[src/rtl/sha256_pkg.sv]
// Shared SHA-256 constants, working-state payload, FSM encoding and bit-mixing functions.
package sha256_pkg;

   localparam int unsigned WORD_W     = 32;
   localparam int unsigned BLOCK_W    = 512;
   localparam int unsigned DIGEST_W   = 256;
   localparam int unsigned CNT_W      = 6;
   localparam int unsigned NUM_ROUNDS = 64;
   localparam int unsigned WIN_WORDS  = 16;

   // Controller state encoding: IDLE, ROUND, FINAL, DONE
   localparam logic [1:0] ST_IDLE  = 2'd0;
   localparam logic [1:0] ST_ROUND = 2'd1;
   localparam logic [1:0] ST_FINAL = 2'd2;
   localparam logic [1:0] ST_DONE  = 2'd3;

   // Working variables a..h; a sits in the top word so the packed form matches H0..H7 order
   typedef struct packed {
      logic [WORD_W-1:0] a;
      logic [WORD_W-1:0] b;
      logic [WORD_W-1:0] c;
      logic [WORD_W-1:0] d;
      logic [WORD_W-1:0] e;
      logic [WORD_W-1:0] f;
      logic [WORD_W-1:0] g;
      logic [WORD_W-1:0] h;
   } sha_state_t;

   localparam logic [WORD_W-1:0] K [NUM_ROUNDS] = '{
      32'h428a2f98, 32'h71374491, 32'hb5c0fbcf, 32'he9b5dba5,
      32'h3956c25b, 32'h59f111f1, 32'h923f82a4, 32'hab1c5ed5,
      32'hd807aa98, 32'h12835b01, 32'h243185be, 32'h550c7dc3,
      32'h72be5d74, 32'h80deb1fe, 32'h9bdc06a7, 32'hc19bf174,
      32'he49b69c1, 32'hefbe4786, 32'h0fc19dc6, 32'h240ca1cc,
      32'h2de92c6f, 32'h4a7484aa, 32'h5cb0a9dc, 32'h76f988da,
      32'h983e5152, 32'ha831c66d, 32'hb00327c8, 32'hbf597fc7,
      32'hc6e00bf3, 32'hd5a79147, 32'h06ca6351, 32'h14292967,
      32'h27b70a85, 32'h2e1b2138, 32'h4d2c6dfc, 32'h53380d13,
      32'h650a7354, 32'h766a0abb, 32'h81c2c92e, 32'h92722c85,
      32'ha2bfe8a1, 32'ha81a664b, 32'hc24b8b70, 32'hc76c51a3,
      32'hd192e819, 32'hd6990624, 32'hf40e3585, 32'h106aa070,
      32'h19a4c116, 32'h1e376c08, 32'h2748774c, 32'h34b0bcb5,
      32'h391c0cb3, 32'h4ed8aa4a, 32'h5b9cca4f, 32'h682e6ff3,
      32'h748f82ee, 32'h78a5636f, 32'h84c87814, 32'h8cc70208,
      32'h90befffa, 32'ha4506ceb, 32'hbef9a3f7, 32'hc67178f2
   };

   localparam logic [WORD_W-1:0] IV [8] = '{
      32'h6a09e667, 32'hbb67ae85, 32'h3c6ef372, 32'ha54ff53a,
      32'h510e527f, 32'h9b05688c, 32'h1f83d9ab, 32'h5be0cd19
   };

   function automatic logic [WORD_W-1:0] rotr(input logic [WORD_W-1:0] x, input int unsigned n);
      return (x >> n) | (x << (WORD_W - n));
   endfunction

   function automatic logic [WORD_W-1:0] sigma0(input logic [WORD_W-1:0] x);
      return rotr(x, 7) ^ rotr(x, 18) ^ (x >> 3);
   endfunction

   function automatic logic [WORD_W-1:0] sigma1(input logic [WORD_W-1:0] x);
      return rotr(x, 17) ^ rotr(x, 19) ^ (x >> 10);
   endfunction

   function automatic logic [WORD_W-1:0] bsigma0(input logic [WORD_W-1:0] x);
      return rotr(x, 2) ^ rotr(x, 13) ^ rotr(x, 22);
   endfunction

   function automatic logic [WORD_W-1:0] bsigma1(input logic [WORD_W-1:0] x);
      return rotr(x, 6) ^ rotr(x, 11) ^ rotr(x, 25);
   endfunction

   function automatic sha_state_t iv_state();
      return sha_state_t'({IV[0], IV[1], IV[2], IV[3], IV[4], IV[5], IV[6], IV[7]});
   endfunction

   // Word-wise wrapping add used for the chaining update
   function automatic sha_state_t add_state(input sha_state_t x, input sha_state_t y);
      return sha_state_t'({x.a + y.a, x.b + y.b, x.c + y.c, x.d + y.d,
                           x.e + y.e, x.f + y.f, x.g + y.g, x.h + y.h});
   endfunction

endpackage

[src/rtl/sha256_msg_sched.sv]
// 16-word message schedule window; w_t is the word consumed by the current round.
module sha256_msg_sched
   import sha256_pkg::*;
(
   input  logic               clk,
   input  logic               rst_n,
   input  logic               load,
   input  logic               shift,
   input  logic [BLOCK_W-1:0] block_in,
   output logic [WORD_W-1:0]  w_t
);

   logic [WORD_W-1:0] w_q [WIN_WORDS];
   logic [WORD_W-1:0] w_new_c;

   // W[t] = s1(W[t-2]) + W[t-7] + s0(W[t-15]) + W[t-16], window holds W[t-16..t-1]
   assign w_new_c = sigma1(w_q[14]) + w_q[9] + sigma0(w_q[1]) + w_q[0];
   assign w_t     = w_q[0];

   always_ff @(posedge clk or negedge rst_n) begin
      if (!rst_n) begin
         for (int i = 0; i < WIN_WORDS; i++) w_q[i] <= '0;
      end else if (load) begin
         for (int i = 0; i < WIN_WORDS; i++) w_q[i] <= block_in[BLOCK_W-1-WORD_W*i -: WORD_W];
      end else if (shift) begin
         for (int i = 0; i < WIN_WORDS-1; i++) w_q[i] <= w_q[i+1];
         w_q[WIN_WORDS-1] <= w_new_c;
      end
   end

endmodule

[src/rtl/sha256_single_iteration.sv]
// One combinational SHA-256 compression round.
module sha256_single_iteration
   import sha256_pkg::*;
(
   input  sha_state_t        st,
   input  logic [WORD_W-1:0] w,
   input  logic [WORD_W-1:0] k,
   output sha_state_t        st_c
);

   logic [WORD_W-1:0] t1_c;
   logic [WORD_W-1:0] t2_c;

   always_comb begin
      t1_c = st.h + bsigma1(st.e) + ((st.e & st.f) ^ (~st.e & st.g)) + k + w;
      t2_c = bsigma0(st.a) + ((st.a & st.b) ^ (st.a & st.c) ^ (st.b & st.c));
      st_c   = st;
      st_c.a = t1_c + t2_c;
      st_c.b = st.a;
      st_c.c = st.b;
      st_c.d = st.c;
      st_c.e = st.d + t1_c;
      st_c.f = st.e;
      st_c.g = st.f;
      st_c.h = st.g;
   end

endmodule

[src/rtl/sha256_block_ctrl.sv]
// Block-at-a-time SHA-256 controller: 64 rounds at one per clock, chaining value kept across blocks.
module sha256_block_ctrl
   import sha256_pkg::*;
(
   input  logic                clk,
   input  logic                rst_n,
   input  logic                in_valid,
   output logic                in_ready,
   input  logic [BLOCK_W-1:0]  block_in,
   input  logic                in_first,
   output logic                out_valid,
   input  logic                out_ready,
   output logic [DIGEST_W-1:0] hash_out,
   output logic                busy
);

   logic [1:0]        state_q, state_nxt;
   logic [CNT_W-1:0]  cnt_q, cnt_nxt;
   sha_state_t        v_q, v_nxt;
   sha_state_t        h_q, h_nxt;
   sha_state_t        round_c;
   logic [WORD_W-1:0] w_t;
   logic              sched_load_c;
   logic              sched_shift_c;

   sha256_msg_sched u_sched (
      .clk      (clk),
      .rst_n    (rst_n),
      .load     (sched_load_c),
      .shift    (sched_shift_c),
      .block_in (block_in),
      .w_t      (w_t)
   );

   sha256_single_iteration u_round (
      .st   (v_q),
      .w    (w_t),
      .k    (K[cnt_q]),
      .st_c (round_c)
   );

   assign hash_out = DIGEST_W'(h_q);

   // Next-state and datapath control
   always_comb begin
      state_nxt     = state_q;
      cnt_nxt       = cnt_q;
      v_nxt         = v_q;
      h_nxt         = h_q;
      sched_load_c  = 1'b0;
      sched_shift_c = 1'b0;
      case (state_q)
         ST_IDLE: begin
            if (in_valid && in_ready) begin
               sched_load_c = 1'b1;
               cnt_nxt      = '0;
               state_nxt    = ST_ROUND;
               if (in_first) begin
                  h_nxt = iv_state();
                  v_nxt = iv_state();
               end else begin
                  v_nxt = h_q;
               end
            end
         end
         ST_ROUND: begin
            v_nxt         = round_c;
            sched_shift_c = 1'b1;
            cnt_nxt       = cnt_q + CNT_W'(1);
            if (cnt_q == CNT_W'(NUM_ROUNDS - 1)) state_nxt = ST_FINAL;
         end
         ST_FINAL: begin
            h_nxt     = add_state(h_q, v_q);
            state_nxt = ST_DONE;
         end
         ST_DONE: begin
            if (out_ready) state_nxt = ST_IDLE;
         end
         default: state_nxt = ST_IDLE;
      endcase
   end

   // Status flags are registered copies of the next-state decode
   always_ff @(posedge clk or negedge rst_n) begin
      if (!rst_n) begin
         state_q   <= ST_IDLE;
         cnt_q     <= '0;
         v_q       <= '0;
         h_q       <= iv_state();
         in_ready  <= 1'b1;
         out_valid <= 1'b0;
         busy      <= 1'b0;
      end else begin
         state_q   <= state_nxt;
         cnt_q     <= cnt_nxt;
         v_q       <= v_nxt;
         h_q       <= h_nxt;
         in_ready  <= (state_nxt == ST_IDLE);
         out_valid <= (state_nxt == ST_DONE);
         busy      <= (state_nxt == ST_ROUND) || (state_nxt == ST_FINAL);
      end
   end

endmodule

[config.mk]
export PLATFORM = sky130hd
export DESIGN_NAME = sha256_block_ctrl
export DESIGN_NICKNAME = d
export VERILOG_FILES = /design/src/rtl/sha256_pkg.sv /design/src/rtl/sha256_msg_sched.sv /design/src/rtl/sha256_single_iteration.sv /design/src/rtl/sha256_block_ctrl.sv
export SDC_FILE = /design/constraint.sdc
export NUM_CORES = 2
export LEC_CHECK = 0
export BUFFER_PORTS_ARGS = -buffer_cell sky130_fd_sc_hd__buf_4
export CAP_MARGIN = 20
export CORE_MARGIN = 8
export CORE_UTILIZATION = 65
export CTS_BUF_LIST = sky130_fd_sc_hd__clkbuf_8
export DETAILED_ROUTE_END_ITERATION = 8
export HOLD_SLACK_MARGIN = 0.06
export PLACE_DENSITY = 0.87
export SLEW_MARGIN = 20
export SYNTH_ARGS = -nofsm -noshare
export SYNTH_HDL_FRONTEND = slang
export SYNTH_HIERARCHICAL = 1
export SYNTH_SLANG_ARGS = --single-unit
[constraint.sdc]
create_clock -name clk -period 17.35 [get_ports clk]
set_input_delay 3.47 -clock clk [delete_from_list [all_inputs] [get_ports clk]]
set_output_delay 3.47 -clock clk [all_outputs]
set_load 0.005 [all_outputs]
Yosys cells after proc, flatten, opt, wreduce, memory -nomap -nowiden
Memory sizes are Yosys's and may differ from the RTL's.
Index checks and enable logic that the tools add are counted.
Widths: inputs -> output; s select.
{ "totals": {"regBits": 1035, "rom_bits": 2048, "inputBits": 517, "output_inout_bits": 259, "mem_count": 1} }
{ "memory_table": {"columns": ["memory", "depth", "word_bits", "rd", "rd_clocked_by_memory_dff", "write_ports", "line_no", "source"], "rows": [
  ["(name not given)", 64, 32, 1, 0, 0, "sha256_block_ctrl.sv:38", ".k (K[cnt_q]),"]
]} }
{ "op_classes": {"n_addsub": 19, "n_lt_le_gt_ge": 1, "eq_ne": 8, "muxes": 17, "bitwise_logic": 28, "n_reduce_logical": 9} }
{ "ops": {"columns": ["op", "n"], "rows": [
  ["$mux 512", 2],
  ["$pmux 256 s2", 2],
  ["$add 32x32->32", 18],
  ["$mux 256", 2],
  ["$xor 32x32->32", 9],
  ["$and 32x32->32", 5],
  ["$mux 32", 2],
  ["$not 32->32", 1],
  ["$or 10x32->32", 1],
  ["$or 13x32->32", 1],
  ["$or 14x32->32", 1],
  ["$or 15x32->32", 1],
  ["$or 19x32->32", 1],
  ["$or 21x32->32", 1],
  ["$or 25x32->32", 1],
  ["$or 26x32->32", 1],
  ["$or 30x32->32", 1],
  ["$or 7x32->32", 1],
  ["$xor 32x22->32", 1],
  ["$xor 32x29->32", 1],
  ["$pmux 6 s2", 1],
  ["$eq 2x2->1 const B", 4],
  ["$pmux 2 s4", 1],
  ["$ge 7x7->1 const B", 1],
  ["13 further kinds", 22]
]} }

Longest topological paths before layout
{ "logic_depth": {"ltp_word": 9, "mapped_depth": 40, "ltp_nobuf": 38} }

Hierarchy
The synthesis kept the hierarchy.
{ "modules_own_cells": {"columns": ["mod", "instances", "cells_each", "area_per_inst_um2"], "rows": [
  ["sha256_block_ctrl", 1, 4429, 36759.0],
  ["sha256_msg_sched", 1, 2795, 27634.0],
  ["sha256_single_iteration", 1, 1386, 11168.2]
]} }

Worst setup path after synthesis
No wires, ideal clock.
{ "synth_path": {"kind": "register to register", "startpoint": "reg cnt_q[0]", "endpoint": "reg v_q[254] (netlist bit)", "arrival_time_ns": 8.505, "required_time_ns": 17.255, "path_slack_ns": 8.749, "stages_incl_launch_ff": 40, "synth_period_minus_slack_ns": 8.601, "path_cell_list": "dfrtp_1 -> clkbuf_1 -> clkinv_1 -> ha_1 -> clkbuf_1 -> nand2b_1 -> o21ai_0 -> a211oi_1 -> a211oi_1 -> a31oi_1 -> inv_1 -> fa_1 -> fa_1 -> inv_1 -> fa_1 -> ha_1 -> fa_1 -> a211oi_1 -> [... 4 more ...] -> nor2b_1 -> o21ai_1 -> nand2b_1 -> xnor2_1 -> fa_1 -> inv_1 -> ha_1 -> a21o_1 -> a21o_1 -> a21oi_1 -> o21ai_1 -> a32o_1 -> o21a_1 -> o21ai_1 -> o21ba_1 -> xnor2_1 -> nor2_1 -> o31ai_1"} }
{ "synth_rtl": {"columns": ["item", "line_no", "source"], "rows": [
  ["start: declaration", "sha256_block_ctrl.sv:18", "logic [CNT_W-1:0] cnt_q, cnt_nxt;"],
  ["start signal: assignment", "sha256_block_ctrl.sv:95", "cnt_q <= cnt_nxt;"],
  ["end signal: assignment", "sha256_block_ctrl.sv:96", "v_q <= v_nxt;"],
  ["end: declaration", "sha256_block_ctrl.sv:19", "sha_state_t v_q, v_nxt;"]
]} }

==> results.toml <==
[critical_path]
critPathMaxStageDelay_ns = 0.92
path_max_fanout = 30
rrSetupSlack_ns = 6.93
worst_ep_arrival_time_ns = 11.30
rr_endpoint = "v_q[254]"
end_kind = "flip-flop"
reg2reg_depth = 38
cp_common_cell = "fa_1"
crit_type = "reg2reg"
r2r_start = "cnt_q[0]"
slowest_stage = "ha_1"
crit_required_ns = 18.23
start_kind = "flip-flop"

[sta]
hold_viol = 0
relSlewSlack_pct = 23.75
finalCritPeriodShare_pct = 60.04
fin_skew_ns = 0.07100
fmax_ghz = 0.09599
rsz0062_at_grt = "false"
maxSlewViolCount = 0
setup_viol = 0
worst_slew_pin_slew_ns = 1.144
period_minus_slack_ns = 10.42
tns_ns = 0

[final_layout]
drive_gt1_share_pct = 15.07
syn_to_final_growth_pct = 11.25
layout_commonest_cell = "nand2_1"
nNetsFinal = 9989
multi_input_area_um2 = 44390
register_area_um2 = 26080
fillCellCount = 8412
mostFrequentLayoutCells = "1146 x nand2_1, 941 x o21ai_0, 894 x dfrtp_1, 838 x buf_4, 588 x a21oi_1"

[logic_synthesis]
syn_inst = 8610
synthFlopType = "dfrtp_1"
synth.top_cell.area_share_pct = 29.74
ys_async_sr_fraction_pct = 100.0
ys_seq_area_share_pct = 34.50
synthTopCellsByArea = "dfrtp_1 30%, mux2i_1 6.6%, ha_1 6.5%, o21ai_0 6.2%, nand2_1 5.7%"
yosysUniqueCellTypes = 108
synth_top_area_cell = "dfrtp_1"
synth.cell_area_um2 = 75560
synth_area_per_cell_um2 = 8.776
ys_warn_count = 6
synth-seq-cells = 1035
synth_nets = 9713
synth-edff-count = 0

[min_path]
hold_class = "reg2reg"
holdPathStages = 2
min_from = "hash_out[159]"
min_to = "hash_out[159]"

[global_route]
antenna_found_initial = 20
grt.overflow.total = 0
grt_pass1_wl_mm = 430.1
track_usage_pct = 44.91
grt_max_degree = 294
grt_pass1_vias = 67641

[clock_tree]
worstSkewPairLatency_ns = 0.98
post-cts-setup-buffers = 0
post_cts_resized = 0
numCtsBuffers = 176
cts_hold_buf = 0
clock_sinks = 1035
cts_tree = "built"
cts_buffer_depth = 3
h-tree-depth = 4
clkTransAtPathRegs_ns = 0.06
cts_root_buffer = "clkbuf_8"

[outcome]
status = "completed"

[detailed_routing]
dr.pass1.iters = 8
route.detailed.drc = 0
wire_per_inst_um = 28.01
routed_wl_mm = 296.0
drtIter0Drc = 8792
ant_nets = 0
num_vias = 69535
viasPerCell = 6.581

[place]
dpl.hpwl_mm = 222.8
io_buffers = 775
place_congestion = 1.076

[floorplan]
fp.dieH_um = 357.0
start_util_pct = 65.29
num_rows = 125
core_um2 = 115700
io_pins = 776
dieArea_um2 = 127400
die_width_um = 357.0

[run]
cap_violations = 0
-- how the worst max path moves through the flow --
| stage | startpoint | end | slack (ns) |
|---|---|---|---|
| 2_1_floorplan | cnt_q[0] | v_q[254] | 8.75 |
| 3_3_place_gp | cnt_q[0] | v_q[254] | 7.14 |
| 3_5_place_dp | cnt_q[0] | v_q[254] | 7.10 |
| 4_1_cts | cnt_q[0] | v_q[254] | 7.07 |
| 5_1_grt | cnt_q[0] | v_q[252] | 6.47 |
| 6_report | cnt_q[0] | v_q[254] | 6.93 |
-- final cells by class --
cell class / count / area share (%)
diodes: 12 / 0.03572
clock buffers: 213 / 3.487
clock inverters: 109 / 0.8811
inverters: 393 / 1.764
multi-input cells: 6431 / 52.80
flip-flops and latches: 1035 / 31.02
well taps: 1524 / 2.268
repair buffers: 849 / 7.741
-- state kept, by name (all words and copies together), names as in the netlist --
signal and count:
busy 1, cnt_q 6, hash_out 256, in_ready 1
out_valid 1, state_q 2, u_sched/w_q 480, u_sched/w_t 32
v_q 256
-- layer usage --
layer | vias up | track usage [%] | wire length (um)
met5 | - | 0 | 60
met2 | 4521 | 68.44 | 130000
li1 | 30346 | - | -
met1 | 33380 | 53.83 | 104700
met4 | 10 | 37.17 | 31010
met3 | 1278 | 11.00 | 30240
-- through the flow --
stage          area (um^2)  utilization (%)  hold slack (ns)  instances  worst slack [ns]
2_1_floorplan        75560                -           0.4593       8610             8.749
3_3_place_gp         80310            69.39           0.4770      10230             7.137
3_5_place_dp         80310            69.39           0.4828      10230             7.103
4_1_cts              83980            72.57           0.5023      10552             7.071
5_1_grt              84050            72.62           0.5245      10561             6.470
6_report             84060            72.63           0.5027      10566             6.933
-- cells in the mapped netlist, drive strengths merged, types with 17 or more instances --
library cell  count
nand2          1147
o21ai           992
dfrtp           898
a21oi           595
mux2i           501
clkbuf          480
nor2            468
ha              391
inv             389
xnor2           379
buf             271
a21o            239
nor3            203
xor2            201
fa              195
o31ai           170
dfstp           137
nor3b           137
nand3            79
a211oi           62
o211ai           53
a31oi            52
nand2b           50
o21a             45
o21bai           44
nor2b            37
and3             36
mux2             31
nand4            31
and2             21
a221oi           19
or3              17
-- worst max-delay path, delay by kind of cell, from the launching register on --
kind                     cells  cell delay [ns]
adder cells (fa/ha/maj)      8             3.88
AO/OA/AOI/OAI               17             3.68
AND/OR/NAND/NOR              6             1.15
buffers and inverters        5             1.03
flip-flops                   1             0.32
XOR/XNOR                     2             0.28
-- cell families after synthesis --
kind of cell / synth area share, %
AOI/OAI and AO/OA: 19.86
and+or+nand+nor: 13.27
buffers and inverters: 6.814
DFF: 34.50
adders and majority gates: 11.67
xor gates and xnor gates: 6.733
muxes: 7.145
Power is not shown: default switching activity piles up to over one toggle a cycle in this logic, so the estimate is an artifact.
